===== src/rtl/pulse_param_rx_pkg.sv =====
`default_nettype none
// ----------------------------------------------------------------
// pulse_param_rx_pkg : frame constants and FSM state encodings
// Rev 1.0
// ----------------------------------------------------------------
package pulse_param_rx_pkg;

  localparam logic [7:0] FRAME_HDR   = 8'hA5;
  localparam int         PAYLOAD_LEN = 10;
  localparam int         CP_BIT      = 0;
  localparam int         BL_BIT      = 1;

  typedef enum logic [2:0] {
    RX_IDLE  = 3'd0,
    RX_START = 3'd1,
    RX_DATA  = 3'd2,
    RX_STOP  = 3'd3,
    RX_BREAK = 3'd4
  } rx_state_t;

  typedef enum logic [1:0] {
    FR_HUNT    = 2'd0,
    FR_PAYLOAD = 2'd1,
    FR_CHECK   = 2'd2
  } frame_state_t;

endpackage
`default_nettype wire


===== src/rtl/uart_rx_core.sv =====
`default_nettype none
// ----------------------------------------------------------------
// uart_rx_core : 8N1 receiver with 2-flop input synchronizer
// Rev 1.0
// ----------------------------------------------------------------
module uart_rx_core
  import pulse_param_rx_pkg::*;
#(
  parameter int CLKS_PER_BIT = 104
) (
  input  logic       clk,
  input  logic       resetn,
  input  logic       rx,
  output logic       byte_valid,
  output logic [7:0] data,
  output logic       fe
);

  localparam int            CW      = $clog2(CLKS_PER_BIT);
  localparam logic [CW-1:0] HALF    = CW'(CLKS_PER_BIT / 2);
  localparam logic [CW-1:0] FULL_M1 = CW'(CLKS_PER_BIT - 1);

  logic            sync1_q, sync1_d, sync2_q, sync2_d;
  rx_state_t       state_q, state_d;
  logic [CW-1:0]   cnt_q, cnt_d;
  logic [2:0]      bit_q, bit_d;
  logic [7:0]      shift_q, shift_d;
  logic            byte_valid_q, byte_valid_d;
  logic            fe_q, fe_d;

  always_ff @(posedge clk or negedge resetn) begin
    if (!resetn) begin
      sync1_q      <= 1'b1;
      sync2_q      <= 1'b1;
      state_q      <= RX_IDLE;
      cnt_q        <= '0;
      bit_q        <= '0;
      shift_q      <= '0;
      byte_valid_q <= 1'b0;
      fe_q         <= 1'b0;
    end else begin
      sync1_q      <= sync1_d;
      sync2_q      <= sync2_d;
      state_q      <= state_d;
      cnt_q        <= cnt_d;
      bit_q        <= bit_d;
      shift_q      <= shift_d;
      byte_valid_q <= byte_valid_d;
      fe_q         <= fe_d;
    end
  end

  always_comb begin
    sync1_d      = rx;
    sync2_d      = sync1_q;
    state_d      = state_q;
    cnt_d        = cnt_q;
    bit_d        = bit_q;
    shift_d      = shift_q;
    byte_valid_d = 1'b0;
    fe_d         = 1'b0;
    case (state_q)
      RX_IDLE: begin
        if (!sync2_q) begin
          state_d = RX_START;
          cnt_d   = '0;
        end
      end
      RX_START: begin
        // Mid-bit resample rejects glitches shorter than half a bit.
        if (cnt_q == HALF) begin
          cnt_d   = '0;
          bit_d   = '0;
          state_d = sync2_q ? RX_IDLE : RX_DATA;
        end else begin
          cnt_d = cnt_q + CW'(1);
        end
      end
      RX_DATA: begin
        if (cnt_q == FULL_M1) begin
          cnt_d   = '0;
          shift_d = {sync2_q, shift_q[7:1]};
          bit_d   = bit_q + 3'd1;
          if (bit_q == 3'd7) state_d = RX_STOP;
        end else begin
          cnt_d = cnt_q + CW'(1);
        end
      end
      RX_STOP: begin
        if (cnt_q == FULL_M1) begin
          cnt_d = '0;
          if (sync2_q) begin
            byte_valid_d = 1'b1;
            state_d      = RX_IDLE;
          end else begin
            fe_d    = 1'b1;
            state_d = RX_BREAK;
          end
        end else begin
          cnt_d = cnt_q + CW'(1);
        end
      end
      RX_BREAK: begin
        if (sync2_q) state_d = RX_IDLE;
      end
      default: state_d = RX_IDLE;
    endcase
  end

  assign byte_valid = byte_valid_q;
  assign data       = shift_q;
  assign fe         = fe_q;

endmodule
`default_nettype wire


===== src/rtl/pulse_param_rx.sv =====
`default_nettype none
// ----------------------------------------------------------------
// pulse_param_rx : UART parameter-frame receiver for the pulse generator
// Rev 1.0
// ----------------------------------------------------------------
module pulse_param_rx
  import pulse_param_rx_pkg::*;
#(
  parameter int CLKS_PER_BIT = 104,
  parameter int TIMEOUT_CLKS = 120000
) (
  input  logic        clk,
  input  logic        resetn,
  input  logic        RS232_Rx,
  output logic [23:0] per,
  output logic [15:0] p1wid,
  output logic [15:0] del,
  output logic [15:0] p2wid,
  output logic        cp,
  output logic        bl,
  output logic        rxd,
  output logic        frame_err
);

  localparam int            TW       = $clog2(TIMEOUT_CLKS + 1);
  localparam logic [TW-1:0] TO_VAL   = TW'(TIMEOUT_CLKS);
  localparam logic [3:0]    LAST_IDX = 4'(PAYLOAD_LEN - 1);
  localparam int            NSHADOW  = PAYLOAD_LEN - 1;

  logic       byte_valid, rx_fe;
  logic [7:0] rx_byte;

  uart_rx_core #(.CLKS_PER_BIT(CLKS_PER_BIT)) u_rx (
    .clk        (clk),
    .resetn     (resetn),
    .rx         (RS232_Rx),
    .byte_valid (byte_valid),
    .data       (rx_byte),
    .fe         (rx_fe)
  );

  frame_state_t  state_q, state_d;
  logic [3:0]    idx_q, idx_d;
  logic [7:0]    chk_q, chk_d;
  logic [TW-1:0] timer_q, timer_d;
  // Numeric fields are shadowed bytewise; only the two used flag bits are kept.
  logic [7:0]    shadow_q [NSHADOW];
  logic [7:0]    shadow_d [NSHADOW];
  logic [1:0]    flags_q, flags_d;
  logic [23:0]   per_q, per_d;
  logic [15:0]   p1wid_q, p1wid_d, del_q, del_d, p2wid_q, p2wid_d;
  logic          cp_q, cp_d, bl_q, bl_d, rxd_q, rxd_d, frame_err_q, frame_err_d;
  logic          timeout;

  always_ff @(posedge clk or negedge resetn) begin
    if (!resetn) begin
      state_q     <= FR_HUNT;
      idx_q       <= '0;
      chk_q       <= '0;
      timer_q     <= '0;
      for (int i = 0; i < NSHADOW; i++) shadow_q[i] <= '0;
      flags_q     <= '0;
      per_q       <= '0;
      p1wid_q     <= '0;
      del_q       <= '0;
      p2wid_q     <= '0;
      cp_q        <= 1'b0;
      bl_q        <= 1'b0;
      rxd_q       <= 1'b0;
      frame_err_q <= 1'b0;
    end else begin
      state_q     <= state_d;
      idx_q       <= idx_d;
      chk_q       <= chk_d;
      timer_q     <= timer_d;
      shadow_q    <= shadow_d;
      flags_q     <= flags_d;
      per_q       <= per_d;
      p1wid_q     <= p1wid_d;
      del_q       <= del_d;
      p2wid_q     <= p2wid_d;
      cp_q        <= cp_d;
      bl_q        <= bl_d;
      rxd_q       <= rxd_d;
      frame_err_q <= frame_err_d;
    end
  end

  assign timeout = (timer_q == TO_VAL);

  always_comb begin
    state_d     = state_q;
    idx_d       = idx_q;
    chk_d       = chk_q;
    shadow_d    = shadow_q;
    flags_d     = flags_q;
    per_d       = per_q;
    p1wid_d     = p1wid_q;
    del_d       = del_q;
    p2wid_d     = p2wid_q;
    cp_d        = cp_q;
    bl_d        = bl_q;
    rxd_d       = 1'b0;
    frame_err_d = 1'b0;

    // A byte arriving on the timeout cycle takes precedence and restarts the gap.
    if (byte_valid || state_q == FR_HUNT) timer_d = '0;
    else if (!timeout)                    timer_d = timer_q + TW'(1);
    else                                  timer_d = timer_q;

    case (state_q)
      FR_HUNT: begin
        if (byte_valid && rx_byte == FRAME_HDR) begin
          state_d = FR_PAYLOAD;
          idx_d   = '0;
          chk_d   = '0;
        end
      end
      FR_PAYLOAD: begin
        if (byte_valid) begin
          chk_d = chk_q ^ rx_byte;
          idx_d = idx_q + 4'd1;
          if (idx_q == LAST_IDX) begin
            flags_d = {rx_byte[BL_BIT], rx_byte[CP_BIT]};
            state_d = FR_CHECK;
          end else begin
            shadow_d[idx_q] = rx_byte;
          end
        end else if (rx_fe || timeout) begin
          frame_err_d = 1'b1;
          state_d     = FR_HUNT;
        end
      end
      FR_CHECK: begin
        if (byte_valid) begin
          state_d = FR_HUNT;
          if (rx_byte == chk_q) begin
            per_d   = {shadow_q[0], shadow_q[1], shadow_q[2]};
            p1wid_d = {shadow_q[3], shadow_q[4]};
            del_d   = {shadow_q[5], shadow_q[6]};
            p2wid_d = {shadow_q[7], shadow_q[8]};
            cp_d    = flags_q[CP_BIT];
            bl_d    = flags_q[BL_BIT];
            rxd_d   = 1'b1;
          end else begin
            frame_err_d = 1'b1;
          end
        end else if (rx_fe || timeout) begin
          frame_err_d = 1'b1;
          state_d     = FR_HUNT;
        end
      end
      default: state_d = FR_HUNT;
    endcase
  end

  assign per       = per_q;
  assign p1wid     = p1wid_q;
  assign del       = del_q;
  assign p2wid     = p2wid_q;
  assign cp        = cp_q;
  assign bl        = bl_q;
  assign rxd       = rxd_q;
  assign frame_err = frame_err_q;

endmodule
`default_nettype wire


===== config.mk =====
export PLATFORM = sky130hd
export DESIGN_NAME = pulse_param_rx
export DESIGN_NICKNAME = d
export VERILOG_FILES = /design/src/rtl/pulse_param_rx_pkg.sv /design/src/rtl/uart_rx_core.sv /design/src/rtl/pulse_param_rx.sv
export SDC_FILE = /design/constraint.sdc
export NUM_CORES = 1
export LEC_CHECK = 0
export BUFFER_PORTS_ARGS = -buffer_cell sky130_fd_sc_hd__clkbuf_2
export CELL_PAD_IN_SITES_DETAIL_PLACEMENT = 0
export CELL_PAD_IN_SITES_GLOBAL_PLACEMENT = 1
export CORE_MARGIN = 2
export CORE_UTILIZATION = 53
export DETAILED_ROUTE_END_ITERATION = 10
export GPL_TIMING_DRIVEN = 0
export PLACE_DENSITY_LB_ADDON = 0.3
export SLEW_MARGIN = 0
export SYNTH_ARGS = -nofsm -noshare
export SYNTH_HDL_FRONTEND = slang
export SYNTH_SLANG_ARGS = --single-unit

===== constraint.sdc =====
create_clock -name clk -period 5.7 [get_ports clk]
set_clock_uncertainty 0.05 [all_clocks]
set_input_delay 0.285 -clock clk [delete_from_list [all_inputs] [get_ports clk]]
set_output_delay 0.285 -clock clk [all_outputs]
set_load 0.01 [all_outputs]

==> results of run 1 <==
[sequential cells by signal (all words and copies together) (netlist names)]
register	cells
bl	1
chk_q	8
cp	1
del	16
flags_q	2
frame_err	1
idx_q	4
p1wid	16
p2wid	16
per	24
rxd	1
shadow_q	72
state_q	2
timer_q	17
u_rx.bit_q	3
u_rx.byte_valid	1
u_rx.cnt_q	7
u_rx.data	8
u_rx.fe	1
u_rx.state_q	3
u_rx.sync1_q	1
u_rx.sync2_q	1
[per-layer routing]
| layer | vias up | track usage, % | part of all wire, % |
|---|---|---|---|
| met4 | 0 | 4.002 | 1.7 |
| li1 | 2528 | - | - |
| met5 | - | 0 | 0 |
| met1 | 2799 | 28.40 | 45 |
| met2 | 104 | 34.72 | 48 |
| met3 | 24 | 4.229 | 4.8 |
[power breakdown]
part,leakage [uW],switching [uW],internal (uW)
combinational,0.00190,27.2,3.93
clock,0.000382,552,921
sequential,0.00286,0.922,1460
[worst max-delay path: cells and delay by family (launching register included)]
kind | cells | cell delay [ns]
and+or+nand+nor | 2 | 0.29
buffers and inverters | 4 | 1.20
DFF | 1 | 0.43
adders and majority gates | 1 | 0.21
[worst max-delay path by stage]
stage,from,end,slack (ns),cells after the start
3_5_place_dp,state_q[1]$_DFFE_PN0P_,timer_q[1]$_DFFE_PN0P_,3.36,7
2_1_floorplan,state_q[1]$_DFFE_PN0P_,shadow_q[0]$_DFFE_PN0P_,3.72,8
5_1_grt,state_q[1]$_DFFE_PN0P_,timer_q[12]$_DFFE_PN0P_,3.13,7
3_3_place_gp,resetn,p1wid[9]$_DFFE_PN0P_,0.57,1
6_report,state_q[1]$_DFFE_PN0P_,timer_q[1]$_DFFE_PN0P_,3.36,7
4_1_cts,state_q[1]$_DFFE_PN0P_,timer_q[1]$_DFFE_PN0P_,3.33,7
[per-stage QoR]
stage	total power (uW)	util [%]	worst slack (ns)	instance area, sq um	hold slack (ns)
floorplan	1492	-	3.721	8730	-0.06059
global placement	1520	58.69	0.5657	9390	0.2966
detailed placement	1524	58.91	3.362	9427	0.2990
CTS	2994	63.80	3.333	10210	0.3076
global route	3065	63.80	3.131	10210	0.3086
finish	2970	63.80	3.362	10210	0.3062
[final cells by class]
| cell class | instances | area [sq um] |
|---|---|---|
| Multi-Input combinational cell | 391 | 3344 |
| Clock buffer | 30 | 641.9 |
| Clock inverter | 9 | 120.1 |
| Sequential cell | 206 | 5157 |
| Timing Repair Buffer | 81 | 446.7 |
| Buffer | 27 | 152.6 |
| Inverter | 20 | 75.07 |
| Tap cell | 216 | 270.3 |
| Fill cell | 1258 | 5792 |
[repair_timing]
action                                  4_1_cts  5_1_grt
resized for setup                             0        0
setup buffers                                 0        0
endpoints found under the setup margin        0        0
hold buffers                                  2        0
hold endpoints to repair                     94        0
[cells in the final DEF (no fill, tap or decap), types with 5 or more instances in the layout]
master / n
dfrtp_1: 204
mux2_2: 101
clkbuf_2: 78
mux2_1: 55
nand2_1: 25
clkbuf_16: 23
nor2_1: 21
inv_1: 20
clkbuf_1: 18
o21ai_0: 18
nand3_1: 17
ha_1: 14
a21oi_1: 13
xnor2_1: 11
nand4_1: 8
a31oi_1: 8
xor2_1: 7
and4_1: 6
nor2b_1: 6
or3_1: 6
o211ai_1: 6
clkinv_2: 6
buf_6: 5
and2_1: 5
a22o_1: 5
nor3_1: 5
clkbuf_8: 5
[logic make-up (layout without fill, tap and decap cells)]
logic type | Yosys count | count (layout)
flops | 206 | 206
mux | 158 | 158
simple gates | 127 | 127
compound gates | 74 | 74
buf+inv | 47 | 167
xor+xnor | 18 | 18
fa+ha+maj | 14 | 14
==> impl_metrics.env, run 1 <==
export IMPL_synth_compound_area_share_pct=5.618
export IMPL_drv_cap=0
export IMPL_tightestPinTransition_ns=0.8367
export IMPL_syn_nets=661
export IMPL_root_buffer="clkbuf_16"
export IMPL_drv_slew=0
export IMPL_rrSetupSlack_ns=3.36
export IMPL_critPathSlowestCell="dfrtp_1"
export IMPL_max_stage_delay_ns=0.43
export IMPL_tritoncts="built"
export IMPL_clkTransAtPathRegs_ns=0.06
export IMPL_ys_seq_area_share_pct=59.08
export IMPL_synth_seq_cells=206
export IMPL_synthMuxAreaShare_pct=20.35
export IMPL_synthTopCellsByCount="dfrtp_1 (204), mux2_2 (101), mux2_1 (55), nand2_1 (25), nor2_1 (21)"
export IMPL_yosysMostFrequentCell="dfrtp_1"
export IMPL_fmax_mhz=427.8
export IMPL_antenna_found_initial=0
export IMPL_min_path_cells=0
export IMPL_pin_count=79
export IMPL_synth_distinct_cells=58
export IMPL_netlist_area_leader_share_pct=58.48
export IMPL_fin_crit_sh_pct=41.01
export IMPL_ir_drop_mv=0.2151
export IMPL_die_area_sq_um=17510
export IMPL_cts_sinks=206
export IMPL_wirelength_mm=17.58
export IMPL_drt_pass1_iterations=5
export IMPL_core_area_sq_um=16000
export IMPL_arrival_ns=2.64
export IMPL_power_density_nw_per_um2=290.9
export IMPL_drtAntennaViolNets=0
export IMPL_die_height_um=132.3
export IMPL_synth_xor_area_share_pct=1.806
export IMPL_insertion_delay_ns=0.49
export IMPL_cts_max_level=1
export IMPL_io_buffers=78
export IMPL_outcome="finished clean"
export IMPL_crit_required_ns=6.00
export IMPL_dpl_hpwl_mm=11.71
export IMPL_worstSetupPathType="flop to flop"
export IMPL_gr_total_overflow=0
export IMPL_synth_area_leaders="dfrtp_1 (58%), mux2_2 (13%), mux2_1 (7.1%)"
export IMPL_start_util_pct=54.56
export IMPL_drcViolationCount=0
export IMPL_grt_setup_unrepaired="false"
export IMPL_end_kind="flop"
export IMPL_cts_buffer_depth=3
export IMPL_gp_congestion=0.8794
export IMPL_dr_total_vias=5455
export IMPL_synth_top_family_by_area="multiplexers"
export IMPL_grt_max_degree=112
export IMPL_synthSimpleGateAreaFrac_pct=8.528
export IMPL_async_flop_share_pct=100.0
export IMPL_leakage_uw=0.005142
export IMPL_hold_path_startpoint="u_rx.sync1_q$_DFF_PN1_"
export IMPL_crit_fanout=10
export IMPL_grt_usage_pct=20.72
export IMPL_syn_avg_cell_area_sq_um=13.56
export IMPL_worst_r2r_cell_count=7
export IMPL_min_period_ns=2.338
export IMPL_cpMostUsedCell="clkbuf_1"
export IMPL_setup_viol=0
export IMPL_slew_headroom_pct=44.22
export IMPL_finalHoldViolCount=0
export IMPL_via_per_inst=5.566
export IMPL_dp_cells=939
export IMPL_holdPathEnd="u_rx.sync2_q$_DFF_PN1_"
export IMPL_layout_drive_gt1_share_pct=31.41
export IMPL_rows=46
export IMPL_fin_cells=980
export IMPL_cp_start_kind="flop"
export IMPL_syn_inst=644
export IMPL_path_cells="inv_1 -> ha_1 -> clkbuf_1 -> or2_2 -> clkbuf_1 -> clkbuf_1 -> nor2_1"
export IMPL_r2r_end="timer_q[1]$_DFFE_PN0P_"
export IMPL_grt_pass1_vias=5745
export IMPL_fin_setup_tns_ns=0
export IMPL_synth_edf_count=0
export IMPL_die_w_um=132.3
export IMPL_r2r_start="state_q[1]$_DFFE_PN0P_"
export IMPL_drt_initial_drc_count=256
export IMPL_numCtsBuffers=22
export IMPL_grt_pass1_wl_mm=29.61
export IMPL_diodes=0
export IMPL_synth_area_leader_cell="dfrtp_1"
export IMPL_syn_area_sq_um=8730
export IMPL_hold_path_class="flop to flop"
export IMPL_area_growth_pct=16.94
export IMPL_synth_adder_area_share_pct=2.007
export IMPL_nNetsFinal=766
export IMPL_ys_flop_type="dfrtp_1"
export IMPL_avgRoutedWirePerCell_um=17.94
export IMPL_ys_warn_count=0
(Power assumes the default switching activity.)
==> run 2, diff against run 1 <==
--- a/config.mk
+++ b/config.mk
@@ -9,7 +9,7 @@
 export CELL_PAD_IN_SITES_DETAIL_PLACEMENT = 0
 export CELL_PAD_IN_SITES_GLOBAL_PLACEMENT = 1
 export CORE_MARGIN = 2
-export CORE_UTILIZATION = 53
+export CORE_UTILIZATION = 44
 export DETAILED_ROUTE_END_ITERATION = 10
 export GPL_TIMING_DRIVEN = 0
 export PLACE_DENSITY_LB_ADDON = 0.3
==> constraint.sdc (replaced) <==
create_clock -name clk -period 1.93 [get_ports clk]
set_clock_uncertainty 0.05 [all_clocks]
set_input_delay 0.0965 -clock clk [delete_from_list [all_inputs] [get_ports clk]]
set_output_delay 0.0965 -clock clk [all_outputs]
set_load 0.01 [all_outputs]
==> impl_metrics.env, run 2 (synthesized netlist as in run 1, its figures left out) <==
export IMPL_layout_drive_gt1_share_pct=43.11
export IMPL_wirelength_mm=19.37
export IMPL_insertion_delay_ns=0.52
export IMPL_antenna_found_initial=0
export IMPL_crit_fanout=10
export IMPL_gr_total_overflow=0
export IMPL_die_w_um=144.9
export IMPL_leakage_uw=0.005377
export IMPL_core_area_sq_um=19460
export IMPL_area_growth_pct=25.73
export IMPL_grt_max_degree=108
export IMPL_fin_cells=1063
export IMPL_violations="negative setup slack"
export IMPL_power_density_nw_per_um2=810.9
export IMPL_drt_initial_drc_count=285
export IMPL_ir_drop_mv=0.6081
export IMPL_worstSetupPathType="flop to flop"
export IMPL_root_buffer="clkbuf_16"
export IMPL_min_period_ns=2.013
export IMPL_utilization_pct=56.39
export IMPL_start_util_pct=44.85
export IMPL_cts_buffer_depth=3
export IMPL_io_buffers=78
export IMPL_drtAntennaViolNets=0
export IMPL_end_kind="flop"
export IMPL_clkTransAtPathRegs_ns=0.06
export IMPL_switching_share_pct=21.00
export IMPL_nNetsFinal=798
export IMPL_dp_cells=988
export IMPL_drv_slew=0
export IMPL_crit_required_ns=2.28
export IMPL_drv_cap=0
export IMPL_clock_power_share_pct=50.3
export IMPL_pre_cts_slack_ns=-0.4032
export IMPL_grt_usage_pct=18.89
export IMPL_die_height_um=144.9
export IMPL_grt_pass1_wl_mm=30.99
export IMPL_avgRoutedWirePerCell_um=18.22
export IMPL_setup_viol=28
export IMPL_power_frac_comb_pct=1.1
export IMPL_rows=51
export IMPL_largest_reg_flops=72
export IMPL_drcViolationCount=0
export IMPL_dr_total_vias=5633
export IMPL_diodes=0
export IMPL_finalHoldViolCount=0
export IMPL_cp_start_kind="flop"
export IMPL_hold_path_class="input pin to async pin"
export IMPL_via_per_inst=5.299
export IMPL_arrival_ns=2.36
export IMPL_pin_count=79
export IMPL_tightestPinTransition_ns=0.9261
export IMPL_cts_max_level=1
export IMPL_grt_setup_unrepaired="true"
export IMPL_slew_headroom_pct=38.26
export IMPL_cts_sinks=206
export IMPL_setup_ws_ns=-0.08318
export IMPL_fin_crit_sh_pct=104.3
export IMPL_power_switching_uw=1869
export IMPL_outcome="finished with violations"
export IMPL_final_cell_mix="dfrtp_1 (196), mux2_2 (85), clkbuf_2 (79)"
export IMPL_drt_pass1_iterations=4
export IMPL_fmax_mhz=496.7
export IMPL_dpl_hpwl_mm=11.99
export IMPL_top_register="shadow_q"
export IMPL_die_area_sq_um=20980
export IMPL_gp_congestion=0.7980
export IMPL_grt_pass1_vias=5781
export IMPL_tritoncts="built"
export IMPL_seqPwrFrac_pct=48.6
export IMPL_internal_power_uw=7031
export IMPL_final_common_cell="dfrtp_1"
export IMPL_numCtsBuffers=23
[run 2: area by class of cell]
type                       count  area, sq um
buffer                        25        197.7
clock buffer                  34        706.9
clock inverter                 8        96.34
fill                        1574         8487
inverter                      20        75.07
multi-input combinational    391         3652
sequential                   206         5167
tap                          265        331.6
timing repair buffer         114        748.2
[run 2: power by group through the flow]
stage / logic [uW] / clock network, uW / registers (uW)
after floorplan: 0.647 / 0 / 4400
after global placement: 84.6 / 0 / 4410
after global routing: 114 / 4770 / 4320
final: 94.1 / 4480 / 4330
after detailed placement: 98.1 / 0 / 4400
after CTS: 101 / 4570 / 4330
[run 2: metrics by stage]
step | total power, uW | hold slack [ns] | instance area [sq um] | setup TNS, ns
floorplan | 4405 | -0.2491 | 8735 | 0
global placement | 4491 | 0.1385 | 9457 | -650.31
detailed placement | 4502 | 0.1411 | 9493 | -28.92
CTS | 8997 | 0.1488 | 10770 | -2.447
global route | 9201 | 0.1728 | 10980 | -5.233
finish | 8900 | 0.1616 | 10980 | -1.510
[run 2: final timing paths]
path / slack [ns] / to / depth (start not counted) / from
max: -0.08 / p1wid[8]$_DFFE_PN0P_ / 7 / u_rx.data[6]$_DFFE_PN0P_
min: 0.16 / timer_q[16]$_DFFE_PN0P_ / 2 / resetn
max reg2reg: -0.08 / p1wid[8]$_DFFE_PN0P_ / 7 / u_rx.data[6]$_DFFE_PN0P_
min reg2reg: 0.31 / u_rx.sync2_q$_DFF_PN1_ / 0 / u_rx.sync1_q$_DFF_PN1_
max in group asynchronous: 0.63 / u_rx.data[6]$_DFFE_PN0P_ / 3 / resetn
min in group clk: 0.17 / u_rx.sync1_q$_DFF_PN1_ / 2 / RS232_Rx
[run 2: layer usage]
layer	GRT usage, %	vias up	wire [um]
met5	0	-	0
met4	4.854	0	379
met3	3.883	28	863
met2	29.67	100	8886
met1	26.93	2904	9237
li1	-	2601	-
[run 2: worst max-delay path, stage by stage, from the launching register on]
cell and delay (ns):
dfrtp_2 0.46, xnor2_2 0.14, nand4_1 0.19, nor3_4 0.29
buf_6 0.18, buf_12 0.13, buf_12 0.14, mux2_4 0.31
[run 2: repair_timing]
| action | 4_1_cts | 5_1_grt |
|---|---|---|
| endpoints found under the setup margin | 176 | 185 |
| buffers inserted | 23 | 9 |
| hold buffers | 2 | 0 |
| gates cloned | 1 | 1 |
| endpoints found under the hold margin | 98 | 0 |
| pin swaps | 7 | 7 |
| resized for setup | 70 | 45 |
==> run 3, diff against run 2 <==
--- a/config.mk
+++ b/config.mk
@@ -17,3 +17,4 @@
 export SYNTH_ARGS = -nofsm -noshare
 export SYNTH_HDL_FRONTEND = slang
 export SYNTH_SLANG_ARGS = --single-unit
+export TNS_END_PERCENT = 5
==> impl_metrics.env, run 3 (synthesized netlist as in run 1, its figures left out) <==
export IMPL_drv_cap=0
export IMPL_io_buffers=78
export IMPL_grt_usage_pct=18.25
export IMPL_hold_path_startpoint="RS232_Rx"
export IMPL_power_switching_uw=1871
export IMPL_cp_start_kind="flop"
export IMPL_power_density_nw_per_um2=815.6
export IMPL_r2r_end="p2wid[15]$_DFFE_PN0P_"
export IMPL_tightestPinTransition_ns=0.8466
export IMPL_min_period_ns=1.997
export IMPL_min_path_cells=2
export IMPL_crit_fanout=7
export IMPL_path_cells="inv_2 -> ha_2 -> nand2_1 -> nor3_4 -> buf_12 -> buf_12 -> clkbuf_16 -> mux2_4"
export IMPL_tritoncts="built"
export IMPL_setup_viol=68
export IMPL_wirelength_mm=19.34
export IMPL_finalHoldViolCount=0
export IMPL_drcViolationCount=0
export IMPL_arrival_ns=2.35
export IMPL_nNetsFinal=780
export IMPL_clock_power_share_pct=50.4
export IMPL_seqPwrFrac_pct=48.6
export IMPL_final_common_cell="dfrtp_1"
export IMPL_grt_setup_unrepaired="true"
export IMPL_grt_max_degree=108
export IMPL_max_stage_delay_ns=0.46
export IMPL_r2r_start="state_q[0]$_DFFE_PN0P_"
export IMPL_clkTransAtPathRegs_ns=0.06
export IMPL_numCtsBuffers=23
export IMPL_switching_share_pct=21.02
export IMPL_fin_crit_sh_pct=103.5
export IMPL_gr_total_overflow=0
export IMPL_leakage_uw=0.005245
export IMPL_drtAntennaViolNets=0
export IMPL_worstSetupPathType="flop to flop"
export IMPL_violations="negative setup slack"
export IMPL_start_util_pct=44.85
export IMPL_power_frac_comb_pct=1.1
export IMPL_die_height_um=144.9
export IMPL_total_power_uw=8903
export IMPL_avgRoutedWirePerCell_um=18.51
export IMPL_cts_sinks=206
export IMPL_cts_buffer_depth=3
export IMPL_ir_drop_mv=0.6154
export IMPL_diodes=0
export IMPL_cts_max_level=1
export IMPL_cpMostUsedCell="buf_12"
export IMPL_stdcell_area_sq_um=10920
export IMPL_pin_count=79
export IMPL_drv_slew=0
export IMPL_top_register="shadow_q"
export IMPL_worst_r2r_cell_count=8
export IMPL_crit_required_ns=2.28
export IMPL_gp_congestion=0.7980
export IMPL_area_growth_pct=25.04
export IMPL_hold_ws_ns=0.1641
export IMPL_hold_path_class="input pin to flop"
export IMPL_end_kind="flop"
export IMPL_fin_cells=1045
export IMPL_grt_pass1_wl_mm=30.04
export IMPL_slew_headroom_pct=43.56
export IMPL_critPathSlowestCell="dfrtp_2"
export IMPL_via_per_inst=5.316
export IMPL_drt_initial_drc_count=244
export IMPL_placed_area_sq_um=9493
export IMPL_dpl_hpwl_mm=11.99
export IMPL_holdPathEnd="u_rx.sync1_q$_DFF_PN1_"
export IMPL_layout_drive_gt1_share_pct=43.85
export IMPL_insertion_delay_ns=0.52
export IMPL_drt_pass1_iterations=4
export IMPL_dr_total_vias=5555
export IMPL_grt_pass1_vias=5628
export IMPL_utilization_pct=56.08
export IMPL_largest_reg_flops=72
export IMPL_dp_cells=988
export IMPL_die_area_sq_um=20980
export IMPL_root_buffer="clkbuf_16"
export IMPL_final_cell_mix="dfrtp_1 (195), mux2_2 (97), clkbuf_2 (80)"
export IMPL_die_w_um=144.9
export IMPL_internal_power_uw=7032
export IMPL_outcome="finished with violations"
export IMPL_antenna_found_initial=0
export IMPL_rrSetupSlack_ns=-0.07
export IMPL_core_area_sq_um=19460
export IMPL_setup_ws_ns=-0.06694
export IMPL_rows=51
export IMPL_fmax_mhz=500.8
-- run 3: repair_timing --
action,4_1_cts,5_1_grt
setup endpoints to repair,176,181
gates resized for setup,22,96
setup buffers,4,6
gates cloned,0,4
endpoints found under the hold margin,98,0
hold buffers,2,0
pin swaps,4,4
-- run 3: area by class of cell --
type | instances | area (sq um)
fillers | 1596 | 8547
flip-flops and latches | 206 | 5169
multi-input cells | 391 | 3659
clock buffers | 34 | 706.9
repair buffers | 95 | 646.9
well taps | 265 | 331.6
plain buffers | 26 | 231.5
clock inverters | 8 | 96.34
inverters | 20 | 75.07
-- run 3: worst max-delay path by stage --
stage	start	endpoint	cells after the start
finish	state_q[0]$_DFFE_PN0P_	p2wid[15]$_DFFE_PN0P_	8
global route	state_q[1]$_DFFE_PN0P_	shadow_q[46]$_DFFE_PN0P_	6
CTS	u_rx.data[6]$_DFFE_PN0P_	p2wid[15]$_DFFE_PN0P_	6
detailed placement	state_q[0]$_DFFE_PN0P_	timer_q[1]$_DFFE_PN0P_	7
global placement	resetn	shadow_q[36]$_DFFE_PN0P_	1
floorplan	state_q[1]$_DFFE_PN0P_	shadow_q[0]$_DFFE_PN0P_	8
-- run 3: critical path, delay by kind of cell (launching register included) --
family        cells  cell delay (ns)
buf+inv           4             0.55
fa+ha+maj         1             0.18
simple gates      2             0.34
mux               1             0.30
flops             1             0.46
-- run 3: power groups by stage --
stage,registers (uW),clock network [uW],logic (uW)
2_1_floorplan,4400,0,0.647
3_3_place_gp,4410,0,84.6
3_5_place_dp,4400,0,98.1
4_1_cts,4330,4570,101
5_1_grt,4320,4760,113
6_report,4330,4480,94.0
-- run 3: through the flow --
step | setup slack (ns) | TNS (ns)
2_1_floorplan | 0.007079 | 0
3_3_place_gp | -3.045 | -650.31
3_5_place_dp | -0.4032 | -28.92
4_1_cts | -0.1211 | -8.026
5_1_grt | -0.1575 | -14.10
6_report | -0.06694 | -2.875
-- run 3: routing by layer --
| metal | vias up | track usage, % | routed length, um |
|---|---|---|---|
| met1 | 2871 | 25.90 | 9259 |
| met3 | 28 | 3.751 | 762 |
| met4 | 0 | 4.599 | 317 |
| met5 | - | 0 | 0 |
| met2 | 89 | 28.85 | 8999 |
| li1 | 2567 | - | - |
